<file path="config.mk">
export PLATFORM = sky130hd
export DESIGN_NAME = tt_sweep
export DESIGN_NICKNAME = d
export VERILOG_FILES = /design/src/rtl/tt_sweep.sv
export SDC_FILE = /design/constraint.sdc
export NUM_CORES = 1
export LEC_CHECK = 0
export CAP_MARGIN = 0
export CORE_ASPECT_RATIO = 1.1
export CORE_MARGIN = 2
export CORE_UTILIZATION = 40
export CTS_CLUSTER_SIZE = 25
export DETAILED_ROUTE_END_ITERATION = 16
export PLACE_DENSITY = 0.71
export SYNTH_ARGS = -nofsm -noshare
export SYNTH_HDL_FRONTEND = slang
export SYNTH_SLANG_ARGS = --single-unit
</file>
<file path="constraint.sdc">
create_clock -name CLK -period 2.5 [get_ports CLK]
set_input_delay 0.5 -clock CLK [delete_from_list [all_inputs] [get_ports CLK]]
set_output_delay 0.5 -clock CLK [all_outputs]
set_load 0.1 [all_outputs]
</file>
<file path="src/rtl/tt_sweep.sv">
// tt_sweep: exhaustive truth-table sweep of an N-input function under test.
// Each input vector is held for HOLD cycles, then F is captured into TABLE.
// After the last vector, PASS reports whether TABLE matches EXPECT.
module tt_sweep #(
   parameter int unsigned N    = 5,
   parameter int unsigned HOLD = 1
) (
   input  logic                  CLK,
   input  logic                  RST,
   input  logic                  START,
   input  logic                  F,
   input  logic [(1 << N)-1:0]   EXPECT,
   output logic [N-1:0]          X,
   output logic                  BUSY,
   output logic                  DONE,
   output logic [(1 << N)-1:0]   TABLE,
   output logic [N:0]            ONES,
   output logic                  PASS
);

   localparam int unsigned TW = 1 << N;
   localparam int unsigned OW = N + 1;
   localparam int unsigned CW = 8;
   localparam logic [N-1:0]  X_LAST   = N'(TW - 1);
   localparam logic [CW-1:0] CNT_LAST = CW'(HOLD - 1);

   typedef enum logic [1:0] {
      S_IDLE   = 2'd0,
      S_DRIVE  = 2'd1,
      S_FINISH = 2'd2
   } state_t;

   state_t         state_q, state_d;
   logic [N-1:0]   x_q, x_d;
   logic [CW-1:0]  cnt_q, cnt_d;
   logic [TW-1:0]  table_q, table_d;
   logic [OW-1:0]  ones_q, ones_d;
   logic           pass_q, pass_d;
   logic           busy_q, busy_d;
   logic           done_q, done_d;

   // Next-state and next-output computation for the sweep sequencer.
   always_comb begin
      state_d = state_q;
      x_d     = x_q;
      cnt_d   = cnt_q;
      table_d = table_q;
      ones_d  = ones_q;
      pass_d  = pass_q;
      busy_d  = 1'b0;
      done_d  = 1'b0;
      case (state_q)
         S_IDLE: begin
            x_d = '0;
            if (START) begin
               state_d = S_DRIVE;
               cnt_d   = '0;
               table_d = '0;
               ones_d  = '0;
               pass_d  = 1'b0;
               busy_d  = 1'b1;
            end
         end
         S_DRIVE: begin
            busy_d = 1'b1;
            cnt_d  = cnt_q + CW'(1);
            if (cnt_q == CNT_LAST) begin
               // Sample point: capture F for the vector currently driven.
               cnt_d        = '0;
               table_d[x_q] = F;
               ones_d       = ones_q + OW'(F);
               if (x_q == X_LAST) begin
                  // X stays at the last vector; it returns to 0 in IDLE.
                  state_d = S_FINISH;
                  pass_d  = (table_d == EXPECT);
                  busy_d  = 1'b0;
                  done_d  = 1'b1;
               end else begin
                  x_d = x_q + N'(1);
               end
            end
         end
         S_FINISH: begin
            state_d = S_IDLE;
            x_d     = '0;
         end
         default: begin
            state_d = S_IDLE;
            x_d     = '0;
         end
      endcase
   end

   // State and output registers with asynchronous reset.
   always_ff @(posedge CLK or posedge RST) begin
      if (RST) begin
         state_q <= S_IDLE;
         x_q     <= '0;
         cnt_q   <= '0;
         table_q <= '0;
         ones_q  <= '0;
         pass_q  <= 1'b0;
         busy_q  <= 1'b0;
         done_q  <= 1'b0;
      end else begin
         state_q <= state_d;
         x_q     <= x_d;
         cnt_q   <= cnt_d;
         table_q <= table_d;
         ones_q  <= ones_d;
         pass_q  <= pass_d;
         busy_q  <= busy_d;
         done_q  <= done_d;
      end
   end

   assign X     = x_q;
   assign BUSY  = busy_q;
   assign DONE  = done_q;
   assign TABLE = table_q;
   assign ONES  = ones_q;
   assign PASS  = pass_q;

endmodule

</file>
==> results.cfg, run 1 <==
[run_status]
status = complete, no violations

[synthesis]
async_flop_share = 1.00
synth.area.top_cells = dfrtp_1, mux2i_1, xnor2_1
synthFlopType = dfrtp_1
synth_seq_cells = 56
synth_area_um2 = 3740
synth_fp_nets = 443
yosysTopAreaCell = dfrtp_1
yosysSeqAreaShare = 0.374
ys_warn_count = 0
synth-xor-area-share = 0.0772
synth_top_family_by_area = simple AND/OR/NAND/NOR gates
yosysTopAreaCellShare = 0.374
syn_area_per_cell_um2 = 9.40
synth_cell_types = 52
synth_cells = 398
synth-simple-area-share = 0.203
synth_edf_count = 0
synth_adder_area_share = 0.0301
muxShareOfSynthArea = 0.0909
synth_compound_area_frac = 0.160

[clock_network]
cts.sinks = 56
htree_levels = 2
cts_buffer_depth = 2
clk_latency_ns = 0.32
numCtsBuffers = 5
path_clk_slew_ns = 0.11
cts_root_buf = clkbuf_8
post_cts_buffers = 0
cts_tree = yes

[critical_path]
critPathMaxFanout = 9
worstPathRequired_ns = 2.74
end_kind = flip-flop
critPathCapture = PASS
r2r-start = X[1]
r2r_cells = 8
rrSetupSlack_ns = 0.10
critPathLaunchType = flip-flop
cp-startpoint = X[1]
r2r_end = PASS
critPathArrivalTime_ns = 2.64
path_class = reg -> reg

[finish]
multi_input_area_um2 = 2150
finalInstanceArea_um2 = 4750
diodes = 0
layout_common_cells = buf_4, dfrtp_1, clkdlybuf4s50_1
final_common_cell = buf_4
areaGrowthSynthToFinish_pct = 26.9
drive_gt1_frac = 0.214
utilization = 0.516
n_fill_cell = 854
layout.nets = 517
regArea_um2 = 1420

[timing]
hold_viol = 0
setup_tns_ns = 0
clock_skew_ns = 0.0113
finalCriticalPeriod_ns = 2.40
worst_pin_slew_ns = 0.742
maxSlewViolCount = 0
fin_crit_sh = 0.959
grt_setup_unrepaired = yes
setup_violations = 0
max_freq_mhz = 417
relSlewSlack = 0.505

[detailed_routing]
drt_iter0_drc = 225
routedWlPerCell_um = 17.9
vias = 3322
firstDrtPassIters = 4
drt-vias-per-instance = 5.63
finalWirelength_mm = 10.5
drcViolationCount = 0
ant_nets = 0

[grt]
gr-total-overflow = 0
grt_pass1_wl_mm = 17.0
grt_pass1_vias = 3322
grt_usage = 0.214
grt_max_degree = 41
antenna_found_initial = 0

[power]
power_leakage_nw = 2.10
power_density_nw_per_um2 = 924
p_total_mw = 4.39
irDropWorstVdd_uv = 665

[placement]
dpl-instance-area_um2 = 4610
dp_hpwl_mm = 7.41
port_buffers = 81
gp_congestion = 0.876

[floorplanning]
num_rows = 37
core_um2 = 9210
io_pins = 82
die_x_um = 96.2
start_util = 0.406
dieArea_um2 = 10100
die_h_um = 105

[flow_run]
drv_cap = 0

[hold_path]
worstHoldPathType = in -> async
-- worst max-delay path, stage by stage (launching register included) --
cell	delay, ns
dfrtp_2	0.46
inv_1	0.09
ha_1	0.36
nand4_1	0.29
a32o_1	0.30
a211o_1	0.24
nor4_2	0.29
nand4_1	0.17
o22ai_2	0.12
-- cells in the mapped netlist (all sizes together), types with 2 or more instances --
cell type  count
a2111oi        2
a21oi         17
a22o          15
a32oi          3
and3           6
and4bb         7
buf           18
clkbuf        12
dfrtp         56
ha             9
inv           27
mux2i         34
nand2         24
nand2b         2
nand3          4
nand3b         2
nand4         10
nand4b        14
nand4bb        2
nor2          22
nor2b          3
nor3           2
nor4           4
nor4b          4
nor4bb         4
o21ai         29
o22ai         18
or3            2
xnor2         24
xor2           9
-- routing by layer --
metal | vias to the layer above | GRT usage | wire [um] | part of all wire
li1 | 1593 | - | - | -
met1 | 1624 | 0.295 | 4770 | 0.45
met2 | 93 | 0.347 | 5120 | 0.49
met3 | 12 | 0.0250 | 479 | 0.045
met4 | 0 | 0.0663 | 170 | 0.016
met5 | - | 0 | 0 | 0
-- cells by family after synthesis --
logic type / count (synthesis)
AND/OR/NAND/NOR: 116
AO/OA/AOI/OAI: 93
buffers and inverters: 57
flip-flops: 56
multiplexers: 34
XOR/XNOR: 33
adder cells (fa/ha/maj): 9
-- final cells by class --
type                    count  share of cell area
multi-input cells         285               0.454
flip-flops and latches     56               0.298
repair buffers             97               0.177
well taps                 117              0.0308
inverters                  27              0.0213
clock buffers               5              0.0145
clock inverters             3             0.00474
-- registers in the layout (all words and copies together) (netlist names) --
signal   count
PASS         1
ONES         6
DONE         1
TABLE       32
cnt_q        8
BUSY         1
state_q      2
X            5
-- report_power, final --
part	switching, mW	total, mW	internal (mW)
combinational	1.73	2.48	0.747
clock	0.321	0.523	0.202
sequential	0.320	1.39	1.07
total	2.37	4.39	2.02
-- stage by stage --
step	hold slack (ns)	setup slack, ns	cells
floorplan	0.470	0.0686	398
global placement	0.501	-0.0575	582
detailed placement	0.503	-0.0560	582
CTS	0.524	0.0257	590
global route	0.556	-0.0325	590
finish	0.514	0.103	590
-- worst min-delay path by stage --
stage	startpoint	to	slack [ns]	cells after the start
after floorplan	cnt_q[3]	cnt_q[3]	0.47	1
after global placement	cnt_q[3]	cnt_q[3]	0.50	1
after detailed placement	cnt_q[3]	cnt_q[3]	0.50	1
after CTS	cnt_q[3]	cnt_q[3]	0.52	1
after global routing	RST	BUSY	0.56	2
final	RST	DONE	0.51	2
-- repair_timing --
item / CTS / global route
hold buffers: 0 / 0
pin swaps: 0 / 0
setup endpoints to repair: 1 / 18
gates resized for setup: 1 / 11
Power figures use the tool's default switching activity.
==> inputs of run 2 (changes only) <==
--- a/config.mk
+++ b/config.mk
@@ -15,3 +15,4 @@
 export SYNTH_ARGS = -nofsm -noshare
 export SYNTH_HDL_FRONTEND = slang
 export SYNTH_SLANG_ARGS = --single-unit
+export TNS_END_PERCENT = 5
==> results of run 2 <==
Same layout as run 1: the final DEF is identical, and so are final timing and power.
